$ cat src/rtl/mant_mult_seq.sv
// Sequential radix-2 shift-add significand multiplier with exponent sum and sign.
// Accepts one operand pair, spends sig_width+1 cycles multiplying, then holds the result until taken.
module mant_mult_seq #(
    parameter int sig_width = 23,
    parameter int ex_width  = 8
) (
    input  logic                     clk,
    input  logic                     rst,
    input  logic                     in_valid,
    output logic                     in_ready,
    input  logic [sig_width-1:0]     mant_a,
    input  logic [sig_width-1:0]     mant_b,
    input  logic [ex_width-1:0]      exp_a,
    input  logic [ex_width-1:0]      exp_b,
    input  logic                     sign_a,
    input  logic                     sign_b,
    output logic                     out_valid,
    input  logic                     out_ready,
    output logic [2*sig_width+1:0]   mant_mult,
    output logic [ex_width+1:0]      exp_sub,
    output logic                     sign_out
);

    localparam int P_W   = 2*sig_width + 3;
    localparam int CNT_W = $clog2(sig_width + 1);
    localparam int BIAS  = 2**(ex_width-1) - 1;

    typedef enum logic [1:0] {
        IDLE = 2'd0,
        MULT = 2'd1,
        DONE = 2'd2
    } state_t;

    state_t               state_q, state_d;
    logic [P_W-1:0]       p_q, p_step;
    logic [sig_width:0]   m_q;
    logic [CNT_W-1:0]     count_q;
    logic [sig_width+1:0] acc_hi;
    logic [ex_width+1:0]  exp_sum;
    logic                 accept;

    assign accept    = in_valid & in_ready;
    assign mant_mult = p_q[2*sig_width+1:0];

    // Operands zero-extended by two bits so the biased sum can never wrap.
    assign exp_sum = {2'b00, exp_a} + {2'b00, exp_b} - (ex_width+2)'(BIAS);

    always_ff @(posedge clk) begin
        if (rst) begin
            state_q   <= IDLE;
            in_ready  <= 1'b0;
            out_valid <= 1'b0;
        end else begin
            // NOTE: sequential state uses non-blocking assignments so every register samples pre-edge values.
            state_q   <= state_d;
            in_ready  <= (state_d == IDLE);
            out_valid <= (state_d == DONE);
        end
    end

    always_comb begin
        // NOTE: default assigned first so no path leaves state_d unassigned and infers a latch.
        state_d = state_q;
        case (state_q)
            IDLE:    if (accept) state_d = MULT;
            MULT:    if (count_q == '0) state_d = DONE;
            DONE:    if (out_ready) state_d = IDLE;
            default: state_d = IDLE;
        endcase
    end

    // One shift-add step: conditionally add M into the upper half, then shift the whole accumulator.
    always_comb begin
        acc_hi = p_q[P_W-1:sig_width+1];
        if (p_q[0]) begin
            acc_hi = acc_hi + {1'b0, m_q};
        end
        p_step = {acc_hi, p_q[sig_width:0]} >> 1;
    end

    always_ff @(posedge clk) begin
        if (rst) begin
            p_q      <= '0;
            m_q      <= '0;
            count_q  <= '0;
            exp_sub  <= '0;
            sign_out <= 1'b0;
        end else begin
            case (state_q)
                IDLE: begin
                    if (accept) begin
                        m_q      <= {1'b1, mant_a};
                        p_q      <= {{(sig_width+2){1'b0}}, 1'b1, mant_b};
                        exp_sub  <= exp_sum;
                        sign_out <= sign_a ^ sign_b;
                        count_q  <= CNT_W'(sig_width);
                    end
                end
                MULT: begin
                    p_q     <= p_step;
                    count_q <= count_q - CNT_W'(1);
                end
                default: ;
            endcase
        end
    end

endmodule

$ cat config.mk
export PLATFORM = sky130hd
export DESIGN_NAME = mant_mult_seq
export DESIGN_NICKNAME = d
export VERILOG_FILES = /design/src/rtl/mant_mult_seq.sv
export SDC_FILE = /design/constraint.sdc
export NUM_CORES = 1
export LEC_CHECK = 0
export BUFFER_PORTS_ARGS = -buffer_cell sky130_fd_sc_hd__buf_2
export CAP_MARGIN = 20
export CORE_ASPECT_RATIO = 0.7
export CORE_UTILIZATION = 54
export CTS_CLUSTER_DIAMETER = 200
export CTS_CLUSTER_SIZE = 16
export DETAILED_ROUTE_END_ITERATION = 10
export PLACE_DENSITY = 0.87
export SYNTH_ARGS = -nofsm -noshare
export SYNTH_HDL_FRONTEND = slang
export SYNTH_SLANG_ARGS = --single-unit
$ cat constraint.sdc
create_clock -name clk -period 3.6 [get_ports clk]
set_clock_uncertainty 0.05 [all_clocks]
set_input_delay 0.54 -clock clk [delete_from_list [all_inputs] [get_ports clk]]
set_output_delay 0.54 -clock clk [all_outputs]
set_load 0.02 [all_outputs]
==> results of run 1 <==
-- worst min path at each step --
stage,end,depth (start not counted)
3_3_place_gp,exp_sub[4],2
5_1_grt,m_q[15],3
6_report,m_q[0],3
4_1_cts,m_q[0],3
2_1_floorplan,m_q[0],2
3_5_place_dp,exp_sub[6],2
-- area by class of cell --
type	instances	area, um^2
multi-input combinational	495	3023
fill	760	2939
sequential	92	1842
timing repair buffer	137	708.2
clock buffer	10	239.0
tap	124	155.1
clock inverter	6	116.4
inverter	13	48.80
-- power breakdown --
part / total (uW) / internal (uW) / switching [uW]
combinational: 688 / 247 / 440
clock: 1120 / 705 / 417
sequential: 1200 / 1120 / 78.5
total: 3010 / 2070 / 935
-- critical path, cell delays in order, from the launching register on --
cell and delay, ps:
dfxtp_1 350, ha_1 250, fa_1 440, a211oi_2 250
o21ai_2 130, o31a_1 270, o311a_1 380, a2111oi_2 360
o21ai_1 120, xnor2_1 170, a31oi_1 100
-- registers in the layout, indices dropped and copies added, names as in the netlist --
signal     count
state_q        2
in_ready       1
exp_sub       10
p_q           48
sign_out       1
m_q           24
out_valid      1
count_q        5
-- metal layers --
metal  part of all wire  wire length (um)
met1               0.45              6066
met2               0.46              6219
met5                  0                 0
met4              0.024               320
met3              0.074              1009
-- cell families (layout without fill, tap and decap cells) --
| family | after synthesis | after routing |
|---|---|---|
| flops | 92 | 92 |
| fa+ha+maj | 43 | 43 |
| simple gates | 256 | 256 |
| mux | 6 | 6 |
| buf+inv | 48 | 166 |
| compound gates | 162 | 162 |
| xor+xnor | 28 | 28 |
-- metrics by stage --
| step | cells | power [uW] | instance area (um^2) | utilization | setup WS (ps) |
|---|---|---|---|---|---|
| after global routing | 877 | 3148 | 6132 | 0.6760 | 491.5 |
| final | 877 | 3007 | 6132 | 0.6760 | 605.8 |
| after floorplan | 635 | 1679 | 5052 | - | 830.6 |
| after detailed placement | 861 | 1893 | 5777 | 0.6368 | 663.1 |
| after CTS | 877 | 3017 | 6132 | 0.6760 | 650.3 |
| after global placement | 861 | 1860 | 5777 | 0.6368 | 799.4 |
-- cell usage in the layout, fill, tap and decap left out, types with 9 or more instances in the layout --
master       n
nor4_1      25
xnor2_1     14
inv_1       13
buf_2      128
nor2_1     112
nand2_1     81
buf_4        9
ha_1        41
dfxtp_1     92
a21o_1      10
o21ai_0     12
xor2_1      14
a21oi_1     76
clkbuf_16    9
==> results.toml, run 1 <==
[critical_path]
reg2reg_slack_ps = 610
regToRegStartpoint = "p_q[24]"
start_kind = "register"
crit_path_max_fanout = 4
cp.required_ps = 3770
path_class = "register to register"
r2r_cells = 10
crit_start = "p_q[24]"
timing.rr.end = "p_q[45]"
crit_arrival_ps = 3160
endpoint_kind = "register"
crit_end = "p_q[45]"

[run]
maxCapViolCount = 0

[min_path]
hold_path_class = "input pin to register"
hold_start = "mant_a[0]"

[grt]
grt_usage = 0.2819
grt_overflow = 0
grt_busiest_layer = "met2"
grt_pass1_vias = 4830
use_met3 = 0.06044
grt_pass1_wl_um = 22540
antenna_found_initial = 0
globalRouteMet1Util = 0.3608
use_met2 = 0.4599
grt_max_degree = 44

[yosys]
synth_area_mm2 = 0.005052
synth_compound_area_frac = 0.2065
synth_edf_count = 0
synth_area_per_cell_um2 = 7.956
synth_top_area_cell = "dfxtp_1"
synthTopCellsByArea = "dfxtp_1 (36%), ha_1 (10%), nor2_1 (8.3%), a21oi_1 (7.5%), nand2_1 (6.0%)"
synth_commonest_cells = "nor2_1 (112), dfxtp_1 (92), nand2_1 (81), a21oi_1 (76), ha_1 (41)"
seq_area_frac_synth = 0.3645
synth-simple-area-share = 0.2199
synth_nets = 746
ys_ff_latch = 92
synth_top_area_frac = 0.3645
synth_top_family_by_area = "simple AND/OR/NAND/NOR gates"
muxShareOfSynthArea = 0.01189
ys.flop_type = "dfxtp_1"
synth_xor_area_frac = 0.04854
async_flop_share = 0
synth_most_common_cell = "nor2_1"
ys_warn_count = 0
synth_cell_types = 57
synth_fa_ha_area_frac = 0.1095
synth_cells = 635

[clock_network]
post_cts_buffers = 0
cts_resized = 0
hold_buffers = 0
cts_sinks = 92
numCtsBuffers = 9
clock_path_buffers = 2
insertion_delay_ps = 340
root_buffer = "clkbuf_16"
cts_tree = "yes"
htree_levels = 3
clk_pin_slew_ps = 70

[power_and_ir_drop]
ir_drop_mv = 0.2357
p_leak_uw = 0.002891
p_per_area_mw_per_mm2 = 490.4

[floorplanning]
start_util = 0.5570
die_h_um = 82.93
fp.dieW_um = 117.6
io_pins = 129
num_rows = 29
die-area_mm2 = 0.009753
core_mm2 = 0.009071

[timing]
clock.fmax_ghz = 0.3340
fin_crit_sh = 0.8317
drv_slew = 0
rsz0062_at_grt = "no"
slew_headroom = 0.2741
min_period_ps = 2994
worst_pin_slew_ps = 1085
final_hold_viol_count = 0
setup_viol = 0
holdWs_ps = 382.2
setup_tns_ps = 0

[finish]
finalNetCount = 859
drive_gt1_frac = 0.2165
n_antenna_cell = 0
syn2layout_area_growth_pct = 21.37

[detailed_routing]
postRouteAntennaNets = 0
drt_iter0_drc = 437
wire_per_inst_um = 15.53
drcViolationCount = 0
vias = 5048
drt_wl_total_um = 13620
dr.pass1.iters = 8
via_per_inst = 5.756

[placed_design]
place.gp.congestion = 0.9123
io_buffers = 128
place_hpwl_um = 9528

[run_status]
status = "complete, no violations"
Note: power is estimated with default switching activity, not from simulation.
==> run 2, diff against run 1 <==
==> constraint.sdc (replaced) <==
create_clock -name clk -period 3.1 [get_ports clk]
set_clock_uncertainty 0.05 [all_clocks]
set_input_delay 0.465 -clock clk [delete_from_list [all_inputs] [get_ports clk]]
set_output_delay 0.465 -clock clk [all_outputs]
set_load 0.02 [all_outputs]
==> run 2 against run 1 <==
Net effect:
- die area is the same
- cell area shrank 0.45%
- global-route usage shrank 0.99 points
- setup slack lost 490 ps
- flip-flop and latch count is the same
- critical path type unchanged
- largest power group unchanged
- routed wire length shrank 2.7%
- first-iteration DRC count grew 1.8%
- worst hold slack lost 75 ps
- count of clock-buffer cells in the layout grew 2
- register-to-register slack lost 490 ps
- highest routed layer unchanged
- fmax grew 0.31%
- sequential power grew 17%
==> results.toml, run 2 (synthesized netlist as in run 1, its figures left out) <==
[floorplanning]
io_pins = 129
num_rows = 29
core_mm2 = 0.009071
start_util = 0.5570
die_h_um = 82.93
die-area_mm2 = 0.009753
fp.dieW_um = 117.6

[timing]
final_hold_viol_count = 0
setup_viol = 0
min_period_ps = 2985
clock.fmax_ghz = 0.3350
fin_ws_ps = 115.2
fin_crit_sh = 0.9628
worst_pin_slew_ps = 947.3
slew_headroom = 0.3661
drv_slew = 0
setup_tns_ps = 0
rsz0062_at_grt = "no"

[critical_path]
cp_top_family = "compound AO/OA/AOI/OAI gates"
start_kind = "register"
regToRegStartpoint = "p_q[24]"
crit_arrival_ps = 3140
slowest_stage = "fa_1"
reg2reg_slack_ps = 120
endpoint_kind = "register"
cp.required_ps = 3250
critPathMaxStageDelay_ps = 440
crit_chain = "ha_1 > fa_1 > a211oi_2 > o21ai_2 > o31a_1 > o311a_1 > a2111oi_2 > o21ai_1 > xnor2_1 > a31oi_1"
path_class = "register to register"
crit_path_max_fanout = 4
crit_start = "p_q[24]"
path_buf_inv = 0

[clock_network]
root_buffer = "clkbuf_16"
numCtsBuffers = 9
hold_buffers = 0
cts_tree = "yes"
clock_path_buffers = 2
clk_pin_slew_ps = 60
post_cts_buffers = 0
cts_resized = 0
insertion_delay_ps = 340
htree_levels = 3
cts_sinks = 92

[detailed_routing]
dr.pass1.iters = 8
drt_wl_total_um = 13250
drt_iter0_drc = 445
postRouteAntennaNets = 0
wire_per_inst_um = 15.12
drcViolationCount = 0
via_per_inst = 5.684
vias = 4979

[grt]
grt_pass1_vias = 4558
antenna_found_initial = 0
grt_pass1_wl_um = 21780
grt_overflow = 0
grt_usage = 0.2720
grt_max_degree = 54

[finish]
design_area_mm2 = 0.006105
finalNetCount = 858
largest_register_ffs = 48
top_regs = "p_q (48), m_q (24), exp_sub (10)"
regMostFlops = "p_q"
syn2layout_area_growth_pct = 20.83
final_cell_mix = "buf_2 (128), nor2_1 (112), dfxtp_1 (92)"
final_common_cell = "buf_2"
fin_util = 0.6730
n_antenna_cell = 0
drive_gt1_frac = 0.2154

[min_path]
hold_path_class = "input pin to register"
hold_start = "mant_a[14]"

[power_and_ir_drop]
p_leak_uw = 0.002875
ir_drop_mv = 0.3305
power_frac_comb = 0.237
p_sw_uw = 1072
p_sw_frac = 0.3193
p_per_area_mw_per_mm2 = 549.7
power_frac_seq = 0.416
clkPwrFrac = 0.346
cellInternalPower_uw = 2284

[placed_design]
dpl-instance-area_mm2 = 0.005782
pre_cts_slack_ps = 194.2
io_buffers = 128
place.gp.congestion = 0.8579
place_hpwl_um = 9260

[run]
maxCapViolCount = 0

[run_status]
status = "complete, no violations"
## run 2: cell types whose count changed in the layout (fill, tap and decap cells not counted)
cell       change
buf_4          -2
inv_6          -3
clkbuf_8       +2
bufinv_16      -2
clkinv_4       +3
buf_12         +1
## run 2: worst paths after layout
path                 to  depth (start not counted)
max             p_q[45]                         10
min             m_q[14]                          3
max reg2reg     p_q[45]                         10
min reg2reg  exp_sub[4]                          2
## run 2: final cells by class
type	count	area, um^2
clock inverter	4	56.30
fill	782	2967
tap	124	155.1
timing repair buffer	136	713.2
inverter	13	48.80
sequential	92	1842
clock buffer	12	266.5
multi-input combinational	495	3023
## run 2: per-layer routing
layer	part of all wire	track usage	vias to the layer above
met3	0.063	0.05907	23
met2	0.45	0.4385	202
met5	0	0	-
met1	0.47	0.3685	2290
li1	-	-	2464
met4	0.013	0.07110	0
## run 2: worst min-delay path: stages
cell and delay [ps]:
buf_2 90, nand2_1 50, a21oi_1 50
## run 2: per-stage QoR
stage	hold WS, ps	total power [uW]	instances
after floorplan	390.0	1950	635
after global placement	384.6	2164	860
after detailed placement	404.9	2202	860
after CTS	301.5	3367	876
after global routing	308.7	3522	876
final	307.5	3356	876
## run 2: power groups by stage
stage / registers [uW] / logic, uW / clock network [uW]
final: 1400 / 796 / 1160
after floorplan: 1490 / 458 / 0
after global placement: 1410 / 752 / 0
after detailed placement: 1420 / 783 / 0
after CTS: 1400 / 793 / 1180
after global routing: 1410 / 874 / 1240
==> run 3, diff against run 2 <==
--- a/config.mk
+++ b/config.mk
@@ -8,6 +8,7 @@
 export BUFFER_PORTS_ARGS = -buffer_cell sky130_fd_sc_hd__buf_2
 export CAP_MARGIN = 20
 export CORE_ASPECT_RATIO = 0.7
+export CORE_MARGIN = 1.5
 export CORE_UTILIZATION = 54
 export CTS_CLUSTER_DIAMETER = 200
 export CTS_CLUSTER_SIZE = 16
==> run 3 against run 2 <==
Net effect:
- via count grew 2.0%
- global-route usage shrank 0.49 points
- setup slack lost 24 ps
- fmax shrank 0.79%
- critical path type unchanged
==> results.toml, run 3 (synthesized netlist as in run 1, its figures left out) <==
[run_status]
status = "complete, no violations"

[placed_design]
place_hpwl_um = 9630
dpl-instance-area_mm2 = 0.005777
pre_cts_slack_ps = 144.2
place.gp.congestion = 0.8946
io_buffers = 128

[timing]
drv_slew = 0
worst_pin_slew_ps = 1039
setup_tns_ps = 0
rsz0062_at_grt = "no"
clock.fmax_ghz = 0.3324
fin_crit_sh = 0.9705
setup_viol = 0
final_hold_viol_count = 0
holdWs_ps = 307.0
fin_ws_ps = 91.35
slew_headroom = 0.3049
min_period_ps = 3009

[detailed_routing]
postRouteAntennaNets = 0
via_per_inst = 5.789
wire_per_inst_um = 15.38
vias = 5077
drcViolationCount = 0
dr.pass1.iters = 5
drt_wl_total_um = 13490
drt_iter0_drc = 468

[clock_network]
clock_path_buffers = 2
cts_tree = "yes"
cts_resized = 0
post_cts_buffers = 0
clk_pin_slew_ps = 70
root_buffer = "clkbuf_16"
htree_levels = 3
numCtsBuffers = 9
cts_sinks = 92
insertion_delay_ps = 340
hold_buffers = 0

[power_and_ir_drop]
p_per_area_mw_per_mm2 = 535.9
p_leak_uw = 0.002847
ir_drop_mv = 0.3403

[finish]
fin_util = 0.6686
drive_gt1_frac = 0.2151
syn2layout_area_growth_pct = 20.03
n_antenna_cell = 0
largest_register_ffs = 48
finalNetCount = 859
final_common_cell = "buf_2"
regMostFlops = "p_q"
top_regs = "p_q (48), m_q (24), exp_sub (10)"
final_cell_mix = "buf_2 (128), nor2_1 (112), dfxtp_1 (92)"
design_area_mm2 = 0.006065

[floorplanning]
fp.dieW_um = 118.6
core_mm2 = 0.009071
start_util = 0.5570
num_rows = 29
die_h_um = 83.93
die-area_mm2 = 0.009955
io_pins = 129

[critical_path]
crit_arrival_ps = 3160
crit_end = "p_q[45]"
slowest_stage = "fa_1"
endpoint_kind = "register"
crit_start = "p_q[24]"
path_class = "register to register"
critPathMaxStageDelay_ps = 440
crit_path_max_fanout = 4
reg2reg_slack_ps = 90
r2r_cells = 10
start_kind = "register"
regToRegStartpoint = "p_q[24]"
cp.required_ps = 3250
timing.rr.end = "p_q[45]"
crit_chain = "ha_1 > fa_1 > a211oi_2 > o21ai_2 > o31a_1 > o311a_1 > a2111oi_2 > o21ai_1 > xnor2_1 > a31oi_1"

[grt]
grt_overflow = 0
grt_max_degree = 40
grt_pass1_vias = 4798
antenna_found_initial = 0
grt_usage = 0.2671
grt_pass1_wl_um = 21940

[min_path]
hold_path_class = "input pin to register"

[run]
maxCapViolCount = 0
## run 3: changes by cell type in the layout (fill, tap and decap cells not counted), sizes merged
cell | before | now
clkinv | 3 | 0
clkinvlp | 0 | 3
buf | 136 | 137
bufinv | 1 | 0
inv | 13 | 14
## run 3: power by group
group / internal [uW] / switching (uW) / total (uW) / leakage, uW
clock network: 591 / 473 / 1060 / 0.000131
logic: 287 / 499 / 786 / 0.00197
registers: 1300 / 100 / 1400 / 0.000750
total: 2180 / 1070 / 3250 / 0.00285
## run 3: per-layer routing
layer  share of wire  wire, um  global-route usage  vias to the layer above
met5               0         0                   0                        -
met4           0.012       167             0.07229                        0
met3           0.076      1022             0.06352                       19
met2            0.46      6251              0.4360                      224
met1            0.45      6048              0.3551                     2356
li1                -         -                   -                     2478
## run 3: worst max-delay path, delay by kind of cell, from the launching register on
kind | cells | cell delay, ps
xor+xnor | 1 | 200
fa+ha+maj | 2 | 680
compound gates | 7 | 1600
flops | 1 | 340
## run 3: stage by stage
stage	instances	total power [uW]
floorplan	635	1950
global placement	861	2163
detailed placement	861	2198
CTS	877	3253
global route	877	3417
finish	877	3250
## run 3: how the worst min path moves through the flow
stage	endpoint	slack, ps	cells past startpoint	start
after floorplan	m_q[0]	390	2	m_q[0]
after global placement	exp_sub[4]	390	2	exp_sub[4]
after detailed placement	exp_sub[2]	400	2	exp_sub[2]
after CTS	m_q[12]	300	3	mant_a[12]
after global routing	m_q[2]	300	3	mant_a[2]
final	m_q[12]	310	3	mant_a[12]
## run 3: cell type report
| type | count | area [um^2] |
|---|---|---|
| Multi-Input combinational cell | 495 | 3023 |
| Fill cell | 797 | 3007 |
| Sequential cell | 92 | 1842 |
| Timing Repair Buffer | 137 | 708.2 |
| Clock buffer | 12 | 256.5 |
| Tap cell | 124 | 155.1 |
| Inverter | 13 | 48.80 |
| Clock inverter | 4 | 31.28 |
